[src/rtl/cl_game_pkg.sv]
// Shared game definitions: state encoding and timing defaults.
// Latency: n/a (constants only).
// Backpressure: n/a.
package cl_game_pkg;

  localparam int CLK_HZ         = 100_000_000;
  localparam int TIME_W_DEFAULT = 16;

  typedef enum logic [2:0] {
    ST_IDLE      = 3'd0,
    ST_COUNTDOWN = 3'd1,
    ST_PLAYING   = 3'd2,
    ST_PAUSED    = 3'd3,
    ST_FINISHED  = 3'd4
  } state_t;

endpackage

[src/rtl/cl_sec_prescaler.sv]
// Cycle prescaler producing a one-cycle tick every CYCLES_PER_SEC enabled cycles.
// Latency: sec_tick is combinational from the count register (asserted on the last cycle of each second).
// Backpressure: none; clear restarts the second, en freezes the count when low.
module cl_sec_prescaler
  import cl_game_pkg::*;
#(
  parameter int CYCLES_PER_SEC = CLK_HZ
) (
  input  logic clk,
  input  logic reset,
  input  logic clear,
  input  logic en,
  output logic sec_tick
);

  localparam int CW = (CYCLES_PER_SEC > 1) ? $clog2(CYCLES_PER_SEC) : 1;
  localparam logic [CW-1:0] LAST = CW'(CYCLES_PER_SEC - 1);

  logic [CW-1:0] cnt_q;

  assign sec_tick = en && (cnt_q == LAST);

  // Count enabled cycles 0..CYCLES_PER_SEC-1; clear wins so a fresh second starts at zero.
  always_ff @(posedge clk) begin
    if (reset || clear) begin
      cnt_q <= '0;
    end else if (en) begin
      cnt_q <= sec_tick ? '0 : cnt_q + 1'b1;
    end
  end

endmodule

[src/rtl/cl_song_sequencer.sv]
// Song playback controller: button pulses -> timer pause/reset, countdown, end-of-song detect.
// Latency: one cycle from a sampled request or end condition to the new state and outputs.
// Backpressure: none; requests are single-cycle pulses and a request not honoured that cycle is dropped.
module cl_song_sequencer
  import cl_game_pkg::*;
#(
  parameter int CYCLES_PER_SEC = CLK_HZ,
  parameter int COUNTDOWN_SEC  = 3,
  parameter int TIME_W         = TIME_W_DEFAULT
) (
  input  logic              clk,
  input  logic              reset,
  input  logic              start_p,
  input  logic              pause_p,
  input  logic              abort_p,
  input  logic [TIME_W-1:0] song_length,
  input  logic [TIME_W-1:0] song_time,
  output logic              timer_pause,
  output logic              timer_reset,
  output logic [2:0]        state,
  output logic [3:0]        countdown_digit,
  output logic              song_done
);

  state_t            state_q;
  state_t            state_d;
  logic              enter_cd;
  logic              sec_tick;
  logic [TIME_W-1:0] len_q;

  assign state = state_q;

  // The prescaler restarts on every countdown entry so each countdown lasts whole seconds.
  cl_sec_prescaler #(
    .CYCLES_PER_SEC(CYCLES_PER_SEC)
  ) u_prescaler (
    .clk      (clk),
    .reset    (reset),
    .clear    (enter_cd),
    .en       (state_q == ST_COUNTDOWN),
    .sec_tick (sec_tick)
  );

  // Next state: abort beats start beats pause; abort in IDLE still consumes the cycle.
  always_comb begin
    state_d  = state_q;
    enter_cd = 1'b0;
    if (abort_p) begin
      if (state_q != ST_IDLE) state_d = ST_IDLE;
    end else if (start_p) begin
      state_d  = ST_COUNTDOWN;
      enter_cd = 1'b1;
    end else begin
      case (state_q)
        ST_COUNTDOWN: begin
          if (sec_tick && countdown_digit == 4'd1)
            state_d = (len_q == '0) ? ST_FINISHED : ST_PLAYING;
        end
        ST_PLAYING: begin
          if (pause_p)                 state_d = ST_PAUSED;
          else if (song_time >= len_q) state_d = ST_FINISHED;
        end
        ST_PAUSED: begin
          if (pause_p) state_d = ST_PLAYING;
        end
        default: ;
      endcase
    end
  end

  // State and all outputs are registered from the next-state decision.
  always_ff @(posedge clk) begin
    if (reset) begin
      state_q         <= ST_IDLE;
      timer_pause     <= 1'b1;
      timer_reset     <= 1'b1;
      countdown_digit <= 4'd0;
      song_done       <= 1'b0;
      len_q           <= '0;
    end else begin
      state_q     <= state_d;
      timer_pause <= (state_d != ST_PLAYING);
      timer_reset <= enter_cd || (state_d == ST_IDLE && state_q != ST_IDLE);
      song_done   <= (state_d == ST_FINISHED) && (state_q != ST_FINISHED);
      if (enter_cd) len_q <= song_length;
      if (state_d != ST_COUNTDOWN)  countdown_digit <= 4'd0;
      else if (enter_cd)            countdown_digit <= 4'(COUNTDOWN_SEC);
      else if (sec_tick)            countdown_digit <= countdown_digit - 4'd1;
    end
  end

endmodule

[config.mk]
export PLATFORM = sky130hd
export DESIGN_NAME = cl_song_sequencer
export DESIGN_NICKNAME = d
export VERILOG_FILES = /design/src/rtl/cl_game_pkg.sv /design/src/rtl/cl_sec_prescaler.sv /design/src/rtl/cl_song_sequencer.sv
export SDC_FILE = /design/constraint.sdc
export NUM_CORES = 1
export LEC_CHECK = 0
export CAP_MARGIN = 5
export CORE_MARGIN = 10
export CORE_UTILIZATION = 25
export DETAILED_ROUTE_END_ITERATION = 10
export SKIP_LAST_GASP = 1
export SYNTH_ARGS = -nofsm -noshare
export SYNTH_HDL_FRONTEND = slang
export SYNTH_SLANG_ARGS = --single-unit
export TNS_END_PERCENT = 50
[constraint.sdc]
create_clock -name clk -period 2.4 [get_ports clk]
set_input_delay 0.48 -clock clk [delete_from_list [all_inputs] [get_ports clk]]
set_output_delay 0.48 -clock clk [all_outputs]
set_load 0.005 [all_outputs]
== Yosys cells after proc, flatten, opt, wreduce, memory -nomap -nowiden ==
Index checks and enable logic that the tools add are counted.
W data, S select, Z words.

* Output and inout port bits: 10
* Flip-flop bits (word level): 53
* Input bits: 37
* Logic and storage cells: 46

* Add/sub/neg operators: 2
* Magnitude comparators: 1
* Muxes and demuxes: 14
* Reductions and logical operators: 12
* Equality and inequality tests: 9

{| class="wikitable"
|+ Operators with widths
! kind !! count
|-
| $add A27 B1 Y27 const B || 1
|-
| $eq A27 B27 Y1 const B || 1
|-
| $mux W27 || 1
|-
| $mux W3 || 8
|-
| $ge A16 B16 Y1 || 1
|-
| $logic_not A16 Y1 || 1
|-
| $pmux W3 S3 || 1
|-
| $eq A3 B2 Y1 const B || 2
|-
| $eq A4 B1 Y1 const B || 1
|-
| $logic_and A1 B1 Y1 || 4
|-
| $mux W2 || 2
|-
| $sub A4 B1 Y4 const B || 1
|-
| $eq A3 B1 Y1 const B || 1
|-
| $eq A3 B3 Y1 const B || 1
|-
| $logic_not A3 Y1 || 1
|-
| $ne A3 B1 Y1 const B || 1
|-
| $ne A3 B2 Y1 const B || 1
|-
| $ne A3 B3 Y1 const B || 1
|-
| $reduce_bool A3 Y1 || 1
|-
| $reduce_or A3 Y1 || 1
|-
| $logic_or A1 B1 Y1 || 2
|-
| $mux W1 || 2
|-
| $reduce_bool A2 Y1 || 1
|-
| $reduce_or A2 Y1 || 1
|}

== Depth between registers and ports, before layout ==
* Depth after elaboration: 10
* Depth in mapped cells: 8
* Gate-level depth less buffers: 8

== Cells and area by module ==
Synthesis repeated with hierarchy kept, for this count alone.

* Cell total of the unflattened synthesis: 357
* Area, all modules: 3012.9 sq um

{| class="wikitable"
|+ Modules (own cells, without submodules)
! module !! times used !! cells each !! area an instance (sq um) !! seq. area each (sq um)
|-
| cl_song_sequencer || 1 || 202 || 1662.8 || 520.5
|-
| cl_sec_prescaler || 1 || 155 || 1350.0 || 540.5
|}

== Worst setup path after synthesis ==
OpenSTA, ideal clock, no wires.

* Path kind: input port to flip-flop
* Start: input port song_time[0]
* End: register timer_pause
* Stages: 8
* Required time: 2.266 ns
* Buffers on the path: 0
* Arrival: 2.396 ns
* Path slack: -0.130 ns
* Library setup time: 0.134 ns
* Path through: inv_1 ha_1 nand2b_1 a2111o_1 a221oi_2 o2111ai_1 a21boi_4 or4b_1

* Word-level cells in the longest chain between the ends: 7

{| class="wikitable"
|+ RTL lines
! item !! line !! RTL
|-
| start, declared || cl_song_sequencer.sv:17 || <nowiki>input logic [TIME_W-1:0] song_time,</nowiki>
|-
| $ge A16 B16 Y1 || cl_song_sequencer.sv:61 || <nowiki>else if (song_time >= len_q) state_d = ST_FINISHED;</nowiki>
|-
| $mux W3 || cl_song_sequencer.sv:61 ||
|-
| $mux W3 || cl_song_sequencer.sv:60 || <nowiki>if (pause_p) state_d = ST_PAUSED;</nowiki>
|-
| $pmux W3 S3 || cl_song_sequencer.sv:54 || <nowiki>case (state_q)</nowiki>
|-
| $mux W3 || cl_song_sequencer.sv:50 || <nowiki>end else if (start_p) begin</nowiki>
|-
| $mux W3 || cl_song_sequencer.sv:48 || <nowiki>if (abort_p) begin</nowiki>
|-
| $ne A3 B2 Y1 || cl_song_sequencer.sv:82 || <nowiki>timer_pause <= (state_d != ST_PLAYING);</nowiki>
|-
| end signal, assigned || cl_song_sequencer.sv:82 ||
|-
| end, declared || cl_song_sequencer.sv:18 || <nowiki>output logic timer_pause,</nowiki>
|}

No other way between the ends.
A chain may end at the register's enable or synchronous reset.

== Worst setup path after layout ==
* Start: input port song_time[8]
* End: register timer_pause

The elaborated chain is that of the path after synthesis.

==> flow_summary.json <==
{
  "reported_max_cap_violation_count": 0,
  "final_common_cell": "dfxtp_1",
  "core.rowCount": 39,
  "crit_path_start_kind": "primary input",
  "synth-seq-area-share_pct": 37.03,
  "ctsRootBufferMaster": "clkbuf_16",
  "io_buffer_count": 46,
  "grt_antenna_before_repair": 0,
  "route.detailed.vias_per_inst": 4.629,
  "vdd.ir_drop.worst_v": 0.0002564,
  "post_synthesis_to_final_layout_area_growth_pct": 33.49,
  "cts_made_buffers": 5,
  "multi_input_area_sq_um": 1749,
  "drc_errors": 0,
  "grt_setup_unrepaired": "yes",
  "crit_slowest_cell": "or4b_1",
  "initial_core_util_pct": 25.31,
  "total_number_of_yosys_warnings": 0,
  "powerDensity_nw_per_um2": 489.9,
  "seq_area_sq_um": 1064,
  "crit_required_ps": 2570,
  "antenna_cells": 0,
  "clk_latency_ps": 280,
  "netlist_instances": 343,
  "total_cell_area_at_the_placement_stage_sq_um": 3568,
  "wl_um": 7380,
  "1st_iter_drt_viols": 97,
  "worst_setup_path_end_kind": "register",
  "detail-route-antenna-nets": 0,
  "floorplan.die_area_sq_um": 16140,
  "synthDominantCellAreaShare_pct": 37.03,
  "finalMaxSlewViolations": 0,
  "detailedPlacementHpwl_um": 5635,
  "period_utilization_pct": 98.15,
  "drive_above_1_share_pct": 16.17,
  "grt_start_max_net_pins": 24,
  "critPathKind": "primary input to register",
  "cp_top_family": "compound AO/OA/AOI/OAI gates",
  "die_height_um": 127.1,
  "cts_max_level": 2,
  "vias": 2523,
  "fin_crit_ps": 2356,
  "final_nets": 457,
  "most_frequent_cells_in_the_layout": "dfxtp_1, nand2_1, clkdlybuf4s50_1",
  "num_io_pins": 47,
  "clk_pin_slew_ps": 70,
  "hold_path_class": "register to register",
  "chipWidth_um": 127.1,
  "firstDrtPassIters": 4,
  "cts_tree": "yes",
  "synth.avg_cell_area_sq_um": 8.353,
  "finClkSkew_ps": 4.089,
  "timing.fmax_mhz": 424.5,
  "grt_first_pass_wirelength_um": 12430,
  "cellLeakagePower_nw": 1.375,
  "hold_buffers": 0,
  "average_wire_length_per_cell_after_detail_routing_um": 13.54,
  "number_of_flip_flops_and_latches_in_the_synthesized_netlist": 53,
  "syn_area_sq_um": 2865,
  "post_synth_edffs": 0,
  "synth_top_flop_cell": "dfxtp_1",
  "via_count_of_the_first_global_routing_pass": 2542,
  "max-slew-margin-rel_pct": 71.78,
  "hold_violation_count_in_the_final_report": 0,
  "design.core.area_sq_um": 11320,
  "critPathBufInv": 1,
  "slowest_delay_ps": 430,
  "count_of_endpoints_failing_setup_in_the_final_report": 0,
  "fin_cells": 545,
  "synthDistinctLibCells": 52,
  "synthDominantAreaCellType": "dfxtp_1",
  "gp_congestion": 0.7944,
  "globalRouteTotalUtil_pct": 9.172,
  "yosys-top-cells-area": "dfxtp_1, ha_1, nand2_1, a21oi_1, nor2_1",
  "num-fill-cells": 1205,
  "timing.critical_path.arrival_ps": 2520,
  "worst-path-max-fanout": 2,
  "asyncSetResetFlopFracSynth_pct": 0,
  "post-route-cell-area_sq_um": 3825,
  "numClockSinks": 53,
  "mappedNetlistNets": 399,
  "tightest_slew_ps": 417.5,
  "max_buffers_root_to_sink": 2,
  "numPlacedInstances": 534,
  "grt_overflow_total": 0,
  "cp_cell_sequence": "clkdlybuf4s50_1, ha_1, a21o_1, a221o_1, a21oi_2, o2111ai_2, a21boi_4, or4b_1",
  "outcome": "finished, final reports clean"
}
==> area by class of cell <==
cell class | instances | share of cell area [%]
Sequential cell | 53 | 27.81
Timing Repair Buffer | 64 | 15.31
Multi-Input combinational cell | 251 | 45.73
Clock inverter | 3 | 0.4580
Clock buffer | 5 | 3.271
Tap cell | 143 | 4.678
Inverter | 26 | 2.748
==> worst min-delay path, delay by kind of cell, from the launching register on <==
kind,cells,cell delay [ps]
compound gates,1,50
simple gates,1,50
flops,1,320
==> metal layers <==
layer  global-route usage (%)  wire length [um]
met5                        0                 0
met1                    11.11              3405
met2                    16.10              3674
met4                    2.411                67
met3                    1.861               233
==> cell usage after synthesis, drive strengths merged (2+ instances only) <==
cell type and instances:
buf 9, xor2 10, and2 5, o21ai 10
nor4b 4, a21oi 28, xnor2 12, nor4 10
nor2 34, and3 6, nor3 6, nand4 8
nand2b 3, o21a 2, nor3b 2, nor2b 2
inv 26, ha 19, or3 7, a21o 3
dfxtp 53, nand2 45, and4 2, nand3 14
clkbuf 4
==> metrics by stage <==
stage          power [mW]  setup slack, ps  utilization [%]  hold WS [ps]  TNS, ps
2_1_floorplan       1.047           -22.55                -         449.0   -22.55
3_5_place_dp        1.164           -705.1            31.52         467.1    -5375
6_report            1.874            44.37            33.79         475.2        0
5_1_grt             1.964           -39.68            33.79         505.1   -69.19
4_1_cts             1.890           -9.404            33.20         477.1   -9.404
3_3_place_gp        1.158           -694.1            31.52         460.2    -5146
==> sequential cells by signal, summed over array words and instances (netlist names) <==
signal / count
u_prescaler.cnt_q: 27
len_q: 16
countdown_digit: 4
state: 3
song_done: 1
timer_pause: 1
timer_reset: 1
==> worst paths after layout <==
kind / startpoint / end / slack (ps) / depth (start not counted)
hold reg to reg: len_q[3] / len_q[3] / 480 / 2
setup / recovery: song_time[8] / timer_pause / 40 / 8
setup reg to reg: len_q[0] / timer_pause / 50 / 7
hold / removal: len_q[3] / len_q[3] / 480 / 2
==> power by group <==
group,internal [mW],switching [mW]
clock network,0.383,0.324
logic,0.137,0.120
registers,0.896,0.0128
==> kinds of logic after synthesis <==
kind of cell	Yosys count	share of synthesized area [%]
buf+inv	39	6.288
flops	53	37.03
xor+xnor	22	6.725
simple gates	153	28.47
mux	1	0.3494
compound gates	56	12.84
fa+ha+maj	19	8.297
==> repair_timing <==
item	CTS	global route
endpoints found under the hold margin	0	0
endpoints found under the setup margin	9	7
pin swaps	21	9
resized for setup	25	13
gates cloned	0	0
buffers inserted	3	0
No activity file was read; power rests on OpenSTA's default activity.
==> patch, RTL diff (same settings) <==
The package constant `TIME_W_DEFAULT` goes from 16 to 14.
--- a/src/rtl/cl_game_pkg.sv
+++ b/src/rtl/cl_game_pkg.sv
@@ -4,7 +4,7 @@
 package cl_game_pkg;
 
   localparam int CLK_HZ         = 100_000_000;
-  localparam int TIME_W_DEFAULT = 16;
+  localparam int TIME_W_DEFAULT = 14;
 
   typedef enum logic [2:0] {
     ST_IDLE      = 3'd0,
Ports: changed (resized song_length and song_time); port bits go from 47 to 43. The function was not compared with the original's and may differ.
==> patch against the original RTL <==
  * Synthesized area fell by 5.4%
  * Count of clock-buffer cells in the layout rose by 2
  * Sequential cell count fell by 2
  * Largest cell class unchanged
  * Setup slack improved by 0.070 ns
  * Routed wire length fell by 6.6%
  * Critical endpoint is now countdown_digit[1]$_SDFFE_PP0P_
  * Synthesized cell count fell by 5.0%
  * Power fell by 12%
  * Die area fell by 4.6%
  * Worst hold slack improved by 0.0052 ns
  * Critical path type unchanged
  * Largest power group unchanged
  * Cell area fell by 6.1%
==> patch: results <==
[global_route]
grt_max_degree = 26
use_met1 = 0.1093
grtUsageMet2 = 0.1581

[timing]
slew_headroom = 0.6670
skew_ns = 0.009237
setup_slack_ns = 0.1147

[synthesis]
synth.distinct_cells = 50
synthTopCellsByArea = dfxtp_1 (38%), ha_1 (7.8%), nand2_1 (5.7%)
ys_seq_area_frac = 0.3767
postSynthAreaPerCell_um2 = 8.313

[finish]
largest_registers = u_prescaler.cnt_q x27, len_q x14, countdown_digit x4
nets = 431
seqCellArea_um2 = 1021

[clock_tree]
clk_pin_slew_worst_paths_ns = 0.10
postCtsSetupBuffers = 0

[pwr]
p_leak_nw = 1.323

[critical_path]
startpoint = song_time[4]
cp_max_fo = 7
worstReg2RegStart = u_prescaler.cnt_q[0]$_SDFFE_PP0P_

[drt]
wire_per_inst_um = 13.30
wl_met2_mm = 3.467
drt_iter0_drc = 114
met3_length_um = 266

[placed_design]
post-place-cells = 510
dpl_cell_area_um2 = 3391
gp_congestion = 0.8381

[run_status]
status = completed
==> patch: changes by cell type after synthesis, moves of 3 or more <==
cell     before  now
and3_1        2    6
inv_1        26   22
and2_1        4    1
xor2_1       10   16
or3_1         7    2
nand4_1       7   15
nand2_1      45   41
and3_2        4    0
buf_6         4    0
a21oi_1      28   21
o21ai_0      10    6
nor2_1       34   39
==> patch: worst max-delay path, cell delays in order <==
cell	delay [ns]
clkdlybuf4s50_1	0.41
ha_1	0.20
a211o_1	0.27
a21oi_2	0.10
o211ai_1	0.15
a221oi_2	0.25
buf_4	0.17
o311a_4	0.23
and4bb_1	0.23
==> patch: where the power goes <==
group | internal (mW) | switching [mW]
registers | 0.860 | 0.0109
clock network | 0.263 | 0.289
logic | 0.122 | 0.101
total | 1.25 | 0.401
==> patch: cell families after synthesis <==
logic type      after synthesis  synth area share
simple gates                156            0.3121
flops                        51            0.3767
mux                           1          0.003694
buf+inv                      32           0.04617
fa+ha+maj                    17           0.07848
compound gates               42           0.09558
xor+xnor                     27           0.08726
==> patch: final cells by class <==
| cell class | count | area share |
|---|---|---|
| repair buffers | 58 | 0.1555 |
| clock buffers | 7 | 0.02684 |
| well taps | 136 | 0.04740 |
| inverters | 22 | 0.02300 |
| flip-flops and latches | 51 | 0.2844 |
| clock inverters | 1 | 0.002091 |
| multi-input cells | 243 | 0.4608 |
==> patch: how the worst min path moves through the flow <==
stage / slack [ns] / end
after floorplan: 0.45 / len_q[11]$_SDFFE_PP0P_
after global placement: 0.46 / len_q[5]$_SDFFE_PP0P_
after detailed placement: 0.47 / len_q[3]$_SDFFE_PP0P_
after CTS: 0.48 / len_q[3]$_SDFFE_PP0P_
after global routing: 0.51 / len_q[7]$_SDFFE_PP0P_
final: 0.48 / len_q[10]$_SDFFE_PP0P_
